$ cat src/rtl/sine_pwm_sequencer.sv
// Four-channel sine-modulated PWM sequencer.
// A free-running 64-cycle frame counter produces the PWM carrier. Once per
// PRESCALE frames the sine base index advances; during cycles 0..3 of every
// frame the shared external LUT is addressed once per channel (phase offset
// k*PHASE_STEP) and the result is shadowed, then promoted to the active duty
// at the frame end. A per-channel FSM gates the output, stepping only at
// frame ends.
//
// Optional build macro SINE_SEQ_ZC_GATE_EN: channels start and stop only when
// their sampled sine index is 0 (zero crossing), using ARMED/DRAIN states.
// Without it, channels start/stop directly at the next frame end.
//
// Ports:
//   sysclk      clock, all state updates on rising edge
//   rst_n       asynchronous active-low reset
//   en[3:0]     per-channel run request, sampled at frame end
//   lut_index   address to the shared combinational sine-duty LUT
//   lut_duty    LUT result for lut_index, same cycle (0..64)
//   pwm[3:0]    registered PWM outputs
//   running     channel in RUN or DRAIN
//   frame_sync  one-cycle pulse in the cycle after the frame counter reads 63
module sine_pwm_sequencer #(
    parameter int unsigned PRESCALE   = 1,
    parameter int unsigned PHASE_STEP = 16
) (
    input  logic       sysclk,
    input  logic       rst_n,
    input  logic [3:0] en,
    output logic [5:0] lut_index,
    input  logic [6:0] lut_duty,
    output logic [3:0] pwm,
    output logic [3:0] running,
    output logic       frame_sync
);

    localparam int unsigned NCH = 4;
    localparam int unsigned CW  = 6;
    localparam int unsigned DW  = 7;
    localparam int unsigned PW  = 8;

    typedef enum logic [1:0] {
        ST_IDLE  = 2'd0,
        ST_ARMED = 2'd1,
        ST_RUN   = 2'd2,
        ST_DRAIN = 2'd3
    } state_e;

    logic [CW-1:0] cnt_q, cnt_d;
    logic [PW-1:0] presc_q, presc_d;
    logic [CW-1:0] base_q, base_d;
    logic [CW-1:0] lut_index_q, lut_index_d;
    logic          frame_end;
    logic          frame_sync_q;
    logic [NCH-1:0] pwm_q;
    logic [NCH-1:0] running_q;
    logic [DW-1:0] shadow_duty_q [NCH];
    logic [DW-1:0] active_duty_q [NCH];
`ifdef SINE_SEQ_ZC_GATE_EN
    logic [CW-1:0] shadow_idx_q  [NCH];
`endif
    state_e        state_q [NCH];
    state_e        state_d [NCH];

    // Next-state for counters, LUT address (registered one cycle ahead) and FSMs
    always_comb begin
        frame_end   = (cnt_q == CW'(63));
        cnt_d       = cnt_q + CW'(1);
        presc_d     = presc_q;
        base_d      = base_q;
        lut_index_d = '0;

        if (frame_end) begin
            if (presc_q == PW'(PRESCALE - 1)) begin
                presc_d = '0;
                base_d  = base_q + CW'(1);
            end else begin
                presc_d = presc_q + PW'(1);
            end
        end

        // Address for the cycle the counter is about to enter
        if (cnt_d < CW'(NCH)) begin
            lut_index_d = base_d + CW'(PHASE_STEP * 32'(cnt_d[1:0]));
        end

        for (int k = 0; k < NCH; k++) begin
            state_d[k] = state_q[k];
            case (state_q[k])
`ifdef SINE_SEQ_ZC_GATE_EN
                ST_IDLE:  if (en[k]) state_d[k] = ST_ARMED;
                ST_ARMED: begin
                    if (!en[k])                    state_d[k] = ST_IDLE;
                    else if (shadow_idx_q[k] == '0) state_d[k] = ST_RUN;
                end
                ST_RUN:   if (!en[k]) state_d[k] = ST_DRAIN;
                ST_DRAIN: begin
                    if (en[k])                     state_d[k] = ST_RUN;
                    else if (shadow_idx_q[k] == '0) state_d[k] = ST_IDLE;
                end
`else
                ST_IDLE:  if (en[k])  state_d[k] = ST_RUN;
                ST_RUN:   if (!en[k]) state_d[k] = ST_IDLE;
`endif
                default:  state_d[k] = ST_IDLE;
            endcase
        end
    end

    // State registers; captures in cycles 0..3, promotion and FSM step at frame end
    always_ff @(posedge sysclk or negedge rst_n) begin
        if (!rst_n) begin
            cnt_q        <= '0;
            presc_q      <= '0;
            base_q       <= '0;
            lut_index_q  <= '0;
            frame_sync_q <= 1'b0;
            pwm_q        <= '0;
            running_q    <= '0;
            for (int k = 0; k < NCH; k++) begin
                shadow_duty_q[k] <= '0;
                active_duty_q[k] <= '0;
`ifdef SINE_SEQ_ZC_GATE_EN
                shadow_idx_q[k]  <= '0;
`endif
                state_q[k]       <= ST_IDLE;
            end
        end else begin
            cnt_q        <= cnt_d;
            presc_q      <= presc_d;
            base_q       <= base_d;
            lut_index_q  <= lut_index_d;
            frame_sync_q <= frame_end;
            for (int k = 0; k < NCH; k++) begin
                if (cnt_q == CW'(k)) begin
                    shadow_duty_q[k] <= lut_duty;
`ifdef SINE_SEQ_ZC_GATE_EN
                    shadow_idx_q[k]  <= lut_index_q;
`endif
                end
                // running_q mirrors state_q in RUN/DRAIN
                pwm_q[k] <= running_q[k] && ({1'b0, cnt_q} < active_duty_q[k]);
                if (frame_end) begin
                    active_duty_q[k] <= shadow_duty_q[k];
                    state_q[k]       <= state_d[k];
                    running_q[k]     <= (state_d[k] == ST_RUN) || (state_d[k] == ST_DRAIN);
                end
            end
        end
    end

    assign lut_index  = lut_index_q;
    assign pwm        = pwm_q;
    assign running    = running_q;
    assign frame_sync = frame_sync_q;

endmodule

$ cat config.mk
export PLATFORM = sky130hd
export DESIGN_NAME = sine_pwm_sequencer
export DESIGN_NICKNAME = d
export VERILOG_FILES = /design/src/rtl/sine_pwm_sequencer.sv
export SDC_FILE = /design/constraint.sdc
export NUM_CORES = 1
export LEC_CHECK = 0
export ABC_AREA = 1
export CORE_MARGIN = 2
export CORE_UTILIZATION = 53
export CTS_CLUSTER_DIAMETER = 120
export DETAILED_ROUTE_END_ITERATION = 6
export GPL_TIMING_DRIVEN = 0
export PLACE_DENSITY = 0.84
export SYNTH_ARGS = -nofsm -noshare
export SYNTH_HDL_FRONTEND = slang
export SYNTH_SLANG_ARGS = --single-unit
$ cat constraint.sdc
create_clock -name sysclk -period 2 [get_ports sysclk]
set_clock_uncertainty 0.2 [all_clocks]
set_input_delay 0.5 -clock sysclk [delete_from_list [all_inputs] [get_ports sysclk]]
set_output_delay 0.5 -clock sysclk [all_outputs]
set_load 0.05 [all_outputs]
==> reports/results.ini <==
[placed_design]
hpwl_um=6000
gp_congestion=0.907
place_ws_ps=-375
port_buffers=27
post_dp_cell_area_um2=4740
place_inst=604

[worst_setup_path]
cp.arrival_ps=2320
regToRegSetupSlack_ps=-260
worst_setup_path_start_kind=flip-flop
crit_type=flip-flop to flip-flop
r2r-start=presc_q[0]
critPathMaxFanout=2
crit_required_ps=2060
cp-end-kind=flip-flop
reg2reg_depth=14
r2r-end=lut_index[5]

[pwr]
p_comb_share_pct=2.9
intPower_mw=2.73
ir_drop_v=0.000367
switching_share_pct=21.4
p_per_area_nw_per_um2=671
p_seq_share_pct=56.6
netSwitchingPower_mw=0.741
p_leak_nw=2.60
pwr-share-clk_pct=40.5

[synthesis]
yosys_warnings=0
synth_cell_types=21
yosys-top-cells-count=nand2_1 (103), dfrtp_1 (95), inv_1 (71)
syn_inst=474
synth_seq_area_share_pct=55.1
synth_seq_cells=95
yosys.area.top_type=dfrtp_1
synth_top_cell_area_share_pct=55.1
synth_area_per_cell_um2=9.10
synth_edf_count=0
mappedNetlistNets=515
ys.flop_type=dfrtp_1
syn_area_um2=4310
synth_top_cells_by_area=dfrtp_1 (55%), nand2_1 (9.0%), ha_1 (8.1%)
synth_most_common_cell=nand2_1
async_reset_ff_share_pct=100

[layout]
design_area_um2=5160
final_nets=571
final_util_pct=66.1
syn_to_final_growth_pct=19.7
layout-drive-gt1-share_pct=14.0
insertedDiodeCount=0
final_cells=637

[floorplanning]
die_w_um=94.2
num_rows=32
core_um2=7810
ios=28
die_h_um=94.2
start_util_pct=55.2
die-area_um2=8870

[sta]
worst_pin_slew_ps=519
rsz0062_at_grt=true
maxSlewViolCount=0
maxSlewHeadroom_pct=65.4
finalCriticalPeriod_ps=2260
fin_ws_ps=-261
finalSetupViolCount=2
timing.final.crit_share_pct=113
hold_viol=0
fin_tns_setup_ps=-296
fmax_mhz=442

[cts]
cts_tree=done
root_buffer=clkbuf_8
clkTransAtPathRegs_ps=90
clock-sinks=95
clk_latency_ps=360
clk_path_buf_depth=2
htreeDepth=3
cts_buffers=9

[routing]
dr.pass1.iters=4
antenna_left=0
wl_per_cell_um=14.3
drtIter0Drc=177
wl_um=9090
vias=3329
drc=0
via_per_inst=5.23

[min_path]
hp-class=flip-flop to flip-flop
hp-start=shadow_duty_q[0]
whs_path_depth=2
whs_endpoint=active_duty_q[0]

[global_route]
antenna_found_initial=0
grt_pass1_vias=3377
grt_pass1_wl_um=15600
grt_overflow_total=0
grt_max_degree=57
grt.total_usage_pct=22.7

[run]
maxCapViolCount=0

[status]
violations=negative setup slack
status=complete, but fails checks

cells by family after synthesis:
| kind of cell | count (synthesis) | share of synthesized area [%] |
|---|---|---|
| fa+ha+maj | 28 | 8.13 |
| compound gates | 82 | 9.58 |
| flops | 95 | 55.1 |
| buf+inv | 86 | 8.01 |
| simple gates | 173 | 17.1 |
| xor+xnor | 10 | 2.03 |
per-layer routing:
layer | part of all wire (%) | vias to the layer above | track usage [%]
met5 | 0 | - | 0
met4 | 1.7 | 0 | 6.76
met3 | 3.9 | 18 | 4.74
met2 | 51 | 78 | 40.0
met1 | 43 | 1618 | 28.2
li1 | - | 1615 | -
what timing repair did:
item | in CTS | in global routing
gates resized for setup | 32 | 23
endpoints found under the setup margin | 17 | 38
pin swaps | 6 | 3
endpoints found under the hold margin | 39 | 0
hold buffers | 1 | 0
setup buffers | 13 | 5
how the worst max path moves through the flow:
stage          depth (start not counted)  slack, ps  startpoint      endpoint
2_1_floorplan                         14       -110  presc_q[0]  lut_index[5]
3_3_place_gp                           1      -3410       rst_n      cnt_q[1]
3_5_place_dp                          11       -380    cnt_q[1]  lut_index[5]
4_1_cts                               14       -230  presc_q[0]  lut_index[5]
5_1_grt                               14       -440  presc_q[0]  lut_index[5]
6_report                              14       -260  presc_q[0]  lut_index[5]
layout by cell type, fill, tap and decap left out, drive strengths merged, types with 5 or more instances in the layout:
cell,n
clkbuf,19
o21ai,66
inv,70
a21oi,15
nand3,29
ha,28
clkdlybuf4s50,11
nor3,9
nor2,25
nand2,104
dlygate4sd2,13
nand4,5
dfrtp,95
buf,25
xor2,8
layout make-up:
class	count	area [µm²]
fill	582	2650
sequential	95	2380
multi-input combinational	293	1650
timing repair buffer	45	419
inverter	71	273
clock buffer	11	141
tap	102	128
buffer	15	91.3
clock inverter	5	81.3
metrics by stage:
stage / power (mW) / hold WS, ps
5_1_grt: 3.58 / 312
3_3_place_gp: 2.09 / 258
4_1_cts: 3.49 / 289
6_report: 3.47 / 282
2_1_floorplan: 2.02 / 4.41
3_5_place_dp: 2.10 / 267
power by group through the flow:
stage,logic [mW],registers (mW),clock network (mW)
2_1_floorplan,0.0252,2.00,0
3_3_place_gp,0.0915,2.00,0
3_5_place_dp,0.102,2.00,0
4_1_cts,0.104,1.96,1.42
5_1_grt,0.117,1.97,1.49
6_report,0.0997,1.96,1.40
state kept, by name, indices dropped and copies added (netlist names), 2 cells and up:
register       count
cnt_q              6
running            2
base_q             6
shadow_duty_q     28
state_q            6
lut_index          6
active_duty_q     28
presc_q            8
pwm                4
critical path, stage by stage, from the launching register on:
cell and delay [ps]:
dfrtp_1 400, inv_2 90, ha_4 150, inv_4 40, nor2_4 80, nand2_2 70
nor2_4 100, nand2_2 70, nor3_2 120, xor2_1 220, ha_2 230, xnor2_2 130
nand3_2 130, nand2_2 100, nor2_2 40
No activity file was read; power rests on OpenSTA's default activity.
